--- config.mk ---
export PLATFORM = sky130hd
export DESIGN_NAME = instruction_sequencer
export DESIGN_NICKNAME = d
export VERILOG_FILES = /design/src/rtl/seq_pkg.sv /design/src/rtl/step_timer.sv /design/src/rtl/instruction_sequencer.sv
export SDC_FILE = /design/constraint.sdc
export NUM_CORES = 1
export LEC_CHECK = 0
export BUFFER_PORTS_ARGS = -buffer_cell sky130_fd_sc_hd__buf_2
export CAP_MARGIN = 0
export CORE_ASPECT_RATIO = 0.8
export CORE_MARGIN = 8
export CORE_UTILIZATION = 54
export CTS_CLUSTER_DIAMETER = 60
export DETAILED_ROUTE_END_ITERATION = 10
export PLACE_DENSITY_LB_ADDON = 0.25
export SLEW_MARGIN = 10
export SYNTH_ARGS = -nofsm -noshare
export SYNTH_HDL_FRONTEND = slang
export SYNTH_HIERARCHICAL = 1
export SYNTH_SLANG_ARGS = --single-unit
--- constraint.sdc ---
create_clock -name i_clk -period 2.62 [get_ports i_clk]
set_input_delay 0.393 -clock i_clk [delete_from_list [all_inputs] [get_ports i_clk]]
set_output_delay 0.393 -clock i_clk [all_outputs]
set_load 0.01 [all_outputs]
--- src/rtl/seq_pkg.sv ---
// Shared types and default sizes for the instruction sequencer.
package seq_pkg;

    localparam int DEF_DEPTH       = 8;
    localparam int DEF_DIR_W       = 2;
    localparam int DEF_TORQUE_W    = 3;
    localparam int DEF_STEP_CYCLES = 50_000_000;

    typedef enum logic [1:0] {
        IDLE  = 2'd0,
        RUN   = 2'd1,
        PAUSE = 2'd2
    } seq_state_e;

    typedef struct packed {
        logic [DEF_TORQUE_W-1:0] torque;
        logic [DEF_DIR_W-1:0]    dir;
    } instr_t;

endpackage

--- src/rtl/step_timer.sv ---
// Loadable down-counter that times one playback step; load wins over hold,
// and the count saturates at zero so o_expired stays high until reloaded.
module step_timer #(
    parameter int STEP_CYCLES = 4
) (
    input  logic i_clk,
    input  logic i_rst,
    input  logic i_load,
    input  logic i_hold,
    output logic o_expired
);

    localparam int TW = (STEP_CYCLES > 1) ? $clog2(STEP_CYCLES) : 1;
    localparam logic [TW-1:0] RELOAD = TW'(STEP_CYCLES - 1);

    logic [TW-1:0] r_count;

    always_ff @(posedge i_clk) begin
        if (i_rst) begin
            r_count <= '0;
        end else if (i_load) begin
            r_count <= RELOAD;
        end else if (!i_hold && (r_count != '0)) begin
            r_count <= r_count - TW'(1);
        end
    end

    assign o_expired = (r_count == '0);

endmodule

--- src/rtl/instruction_sequencer.sv ---
// Stores a program of motor instructions and replays it one step per STEP_CYCLES.
// Optional loop-back on the last step is enabled by defining SEQ_LOOP_EN.
module instruction_sequencer
    import seq_pkg::*;
#(
    parameter int DEPTH       = DEF_DEPTH,
    parameter int DIR_W       = DEF_DIR_W,
    parameter int TORQUE_W    = DEF_TORQUE_W,
    parameter int STEP_CYCLES = DEF_STEP_CYCLES
) (
    input  logic                         i_clk,
    input  logic                         i_rst,
    input  logic                         i_save,
    input  logic                         i_delete,
    input  logic                         i_clear,
    input  logic                         i_execute,
    input  logic                         i_abort,
    input  logic                         i_loop,
    input  logic [DIR_W+TORQUE_W-1:0]    i_instr_in,
    output logic [DIR_W+TORQUE_W-1:0]    o_instr_out,
    output logic                         o_active,
    output logic                         o_step_start,
    output logic [1:0]                   o_state,
    output logic [$clog2(DEPTH+1)-1:0]   o_count,
    output logic [$clog2(DEPTH)-1:0]     o_index,
    output logic                         o_empty,
    output logic                         o_full
);

    localparam int W  = DIR_W + TORQUE_W;
    localparam int CW = $clog2(DEPTH + 1);
    localparam int IW = $clog2(DEPTH);

    logic [W-1:0]  r_mem [DEPTH];
    seq_state_e    r_state;
    logic [CW-1:0] r_count;
    logic [IW-1:0] r_index;
    logic [W-1:0]  r_instr_out;
    logic          r_active;
    logic          r_step_start;
    logic          r_empty;
    logic          r_full;

    logic          w_expired;
    logic          w_load;
    logic          w_hold;
    logic          w_last;
    logic          w_loop;
    logic          w_wr;
    logic [CW-1:0] w_count_next;

`ifdef SEQ_LOOP_EN
    assign w_loop = i_loop;
`else
    logic w_unused_loop;
    assign w_unused_loop = i_loop;
    assign w_loop        = 1'b0;
`endif

    assign w_last = (CW'(r_index) == (r_count - CW'(1)));

    // Program edits only happen in IDLE; clear beats save/delete, and save+delete cancel.
    always_comb begin
        w_count_next = r_count;
        w_wr         = 1'b0;
        if (r_state == IDLE) begin
            if (i_clear) begin
                w_count_next = '0;
            end else if (i_save && !i_delete && !r_full) begin
                w_count_next = r_count + CW'(1);
                w_wr         = 1'b1;
            end else if (i_delete && !i_save && !r_empty) begin
                w_count_next = r_count - CW'(1);
            end
        end
    end

    assign w_hold = (r_state != RUN);
    assign w_load = ((r_state == IDLE) && i_execute && !i_abort && !r_empty) ||
                    ((r_state == RUN) && !i_abort && !i_execute && w_expired &&
                     (!w_last || w_loop));

    step_timer #(
        .STEP_CYCLES (STEP_CYCLES)
    ) u_step_timer (
        .i_clk     (i_clk),
        .i_rst     (i_rst),
        .i_load    (w_load),
        .i_hold    (w_hold),
        .o_expired (w_expired)
    );

    always_ff @(posedge i_clk) begin
        if (w_wr && !i_rst) begin
            r_mem[r_count[IW-1:0]] <= i_instr_in;
        end
    end

    always_ff @(posedge i_clk) begin
        if (i_rst) begin
            r_state      <= IDLE;
            r_count      <= '0;
            r_index      <= '0;
            r_instr_out  <= '0;
            r_active     <= 1'b0;
            r_step_start <= 1'b0;
            r_empty      <= 1'b1;
            r_full       <= 1'b0;
        end else begin
            r_count      <= w_count_next;
            r_empty      <= (w_count_next == '0);
            r_full       <= (w_count_next == CW'(DEPTH));
            r_step_start <= 1'b0;
            case (r_state)
                IDLE: begin
                    if (i_execute && !i_abort && !r_empty) begin
                        r_state      <= RUN;
                        r_index      <= '0;
                        r_instr_out  <= r_mem[0];
                        r_active     <= 1'b1;
                        r_step_start <= 1'b1;
                    end
                end
                RUN: begin
                    if (i_abort) begin
                        r_state     <= IDLE;
                        r_index     <= '0;
                        r_instr_out <= '0;
                        r_active    <= 1'b0;
                    end else if (i_execute) begin
                        r_state     <= PAUSE;
                        r_instr_out <= '0;
                        r_active    <= 1'b0;
                    end else if (w_expired) begin
                        if (!w_last) begin
                            r_index      <= r_index + IW'(1);
                            r_instr_out  <= r_mem[r_index + IW'(1)];
                            r_step_start <= 1'b1;
                        end else if (w_loop) begin
                            r_index      <= '0;
                            r_instr_out  <= r_mem[0];
                            r_step_start <= 1'b1;
                        end else begin
                            r_state     <= IDLE;
                            r_index     <= '0;
                            r_instr_out <= '0;
                            r_active    <= 1'b0;
                        end
                    end
                end
                PAUSE: begin
                    if (i_abort) begin
                        r_state <= IDLE;
                        r_index <= '0;
                    end else if (i_execute) begin
                        // Resume with the frozen remaining time; not a new step.
                        r_state     <= RUN;
                        r_instr_out <= r_mem[r_index];
                        r_active    <= 1'b1;
                    end
                end
                default: begin
                    r_state     <= IDLE;
                    r_index     <= '0;
                    r_instr_out <= '0;
                    r_active    <= 1'b0;
                end
            endcase
        end
    end

    assign o_instr_out  = r_instr_out;
    assign o_active     = r_active;
    assign o_step_start = r_step_start;
    assign o_state      = r_state;
    assign o_count      = r_count;
    assign o_index      = r_index;
    assign o_empty      = r_empty;
    assign o_full       = r_full;

endmodule
==> metrics <==
worst setup path category=register to register; number of diodes=0; Post-synth EDFFs=40; run status=finished, final reports clean; initial cell density of the core=56.2%; Final Skew=11.0 ps; max-slew violations=0; DR iter-0 viols=306; clock insertion delay at the later pin of the skew report=360 ps; final count of hold timing violations=0; die area=0.0115 mm2; maximum vdd ir drop=0.000619 V; post-synth net total=434; pin slew with the least headroom to its limit=624 ps; number of synthesized register bits=87; asr flop ratio synth=0%; H-tree levels=3; number of max-cap violations=0; number of buffers inserted by port buffering=29; Total Negative Setup Slacks=0 ps; power per cell area=991 mW/mm2; routed wire length=11,100 um; number of buffers created by CTS=9; syn avg cell area=10.8 um2; share of final-layout standard cells stronger than drive strength 1=25.6%; Max-Slew Margin vs Limit=58.2%; Cells on Worst Hold Path=2; worst hold path endpoint=o_count[1]; Core Rows=29; Worst setup EP type=register; Remaining Overflow, GRT=0; Tot GR Track Use=19.4%; Final Cycle Share=95.6%; Avg WL per Cell=19.2 um; total half-perimeter wirelength after legalization and detailed placement=7990 um; core area=0.00798 mm2; vias in the first global route=3,475; nature of the critical path startpoint=register; Post-route DRC=0; chip height=97.5 um; number of different library cells in the post-synthesis netlist=67; top flip-flop cell by instance count after synthesis=dfxtp_1; non-filler instance count after layout=581; static power due to leakage=1.77 nW; CP Data Required Time=2860 ps; Synth Instances=417; endpoint arrival time on the critical path=2750 ps; clock sink count=87; first drt pass iteration count=5; Synth Warn #=6; largest cells by area after synthesis=edfxtp_1 27%, dfxtp_1 21%, mux4_2 5.0%, mux2_2 3.8%, nor2_1 2.8%; final weighted congestion of routability-driven global placement=0.874; number of antenna violations at the first check in global routing=0; Die W=118 um; fraction of post-synthesis cell area in the top cell type by area=26.8%; hold_sp=i_rst; total instance count after detailed placement=565; count of hold-fix buffers inserted at cts=0; post-synth design cell area=0.00448 mm2; cell accounting for the most synthesized area=edfxtp_1; critical path fanouts, max=6; via density per instance=6.30; Hold/Removal Path Class=primary input to register; Final setup violation count=0; root buffer cell=clkbuf_8; clock tree from TritonCTS=built; sequential fraction of the synthesis area=47.8%; number of nets with antenna violations after routing=0; cell count of the worst reg-to-reg path=8; total number of vias=3,660; global-route wire length before repair=18,100 um; buffer count from post-CTS setup fixing=0; area overhead of the layout relative to synthesis=13.4%; Reg-to-Reg Start=u_step_timer/r_count[20]; maximum number of pins on one net before global-route repair=34; Reg clk slew, reported paths=90 ps; fin crit period=2500 ps; number of nets in the layout=485; Fill cells=646; upper clock frequency limit=399 MHz; Max Root-Sink Buffers=2; setup slack on the worst flop-to-flop path=120 ps; I/O pins=31
how the worst max path moves through the flow:
stage	from	endpoint	slack, ps
2_1_floorplan	o_count[0]	u_step_timer/r_count[13]	40
3_3_place_gp	u_step_timer/r_count[20]	register	150
3_5_place_dp	u_step_timer/r_count[20]	u_step_timer/r_count[20]	120
4_1_cts	u_step_timer/r_count[20]	register	80
5_1_grt	u_step_timer/r_count[20]	o_index[2]	-20
6_report	u_step_timer/r_count[20]	register	120
critical path, cell delays in order (launching register included):
cell	delay, ps
dfxtp_1	360
or4_4	570
or3_4	360
nor3_4	170
nor2b_2	170
o21ai_0	70
and3_1	210
a31o_1	200
a32o_1	270
metrics by stage:
step | util [%] | power, mW | hold slack, ps | setup WS [ps] | instance area, um2
global placement | 61.2 | 3.99 | 471 | 148 | 4880
CTS | 63.4 | 4.92 | 256 | 78.0 | 5060
finish | 63.7 | 5.04 | 259 | 116 | 5080
floorplan | - | 3.42 | 442 | 38.7 | 4490
global route | 63.7 | 5.36 | 253 | -17.1 | 5080
detailed placement | 61.2 | 4.06 | 469 | 115 | 4880
cells in the final DEF, fill, tap and decap left out, types with 15 or more instances in the layout:
cell       n
a21oi_1   19
edfxtp_1  40
nand2_1   23
mux2_2    15
nor3_1    17
buf_2     29
nor2_1    34
buf_4     31
o21ai_0   19
dfxtp_1   47
layout make-up:
cell class / count / area [um2] / area share, %
inverters: 11 / 41.3 / 0.812
multi-input cells: 299 / 2210 / 43.4
flip-flops and latches: 87 / 2140 / 42.1
clock buffers: 9 / 124 / 2.44
repair buffers: 60 / 378 / 7.43
well taps: 108 / 135 / 2.66
clock inverters: 7 / 55.1 / 1.08
registers in the layout (all words and copies together), names as in the netlist, named ones only:
register and count:
o_state 2, o_step_start 1, o_empty 1, o_active 1
r_mem 40, u_step_timer/r_count 26, o_full 1, o_count 4
o_instr_out 5, o_index 3
cells in the mapped netlist, types with 8 or more instances:
cell	instances
a21oi_1	19
a31oi_1	14
dfxtp_1	47
edfxtp_1	40
inv_1	11
mux2_2	15
mux2i_1	12
mux4_2	10
nand2_1	23
nor2_1	34
nor3_1	18
o21ai_0	19
or3_1	9
or4_1	8
xnor2_1	8
kinds of logic (layout without fill, tap and decap cells):
logic type               count (synthesis)  in the layout  share of synthesized area, %
buffers and inverters                   31             87                          3.52
AO/OA/AOI/OAI                          108            108                          16.9
flip-flops                              87             87                          47.8
AND/OR/NAND/NOR                        135            135                          16.3
multiplexers                            37             37                          11.5
adder cells (fa/ha/maj)                  4              4                          1.12
XOR/XNOR                                15             15                          2.93
metal layers:
layer,track usage (%),up-vias,routed length (um)
met1,28.2,1756,5440
met3,4.76,14,901
li1,-,1718,-
met2,27.8,172,4660
met4,5.50,0,133
met5,0,-,0
repair_timing:
item	in CTS	in global routing
setup endpoints to repair	0	9
gates resized for setup	0	4
endpoints found under the hold margin	0	0
report_power, final:
group	internal (mW)	total (mW)	switching [mW]	leakage, nW
registers	1.61	1.82	0.213	0.742
logic	1.00	2.35	1.35	0.945
clock network	0.354	0.863	0.509	0.0866
Note: power is estimated with default switching activity, not from simulation.
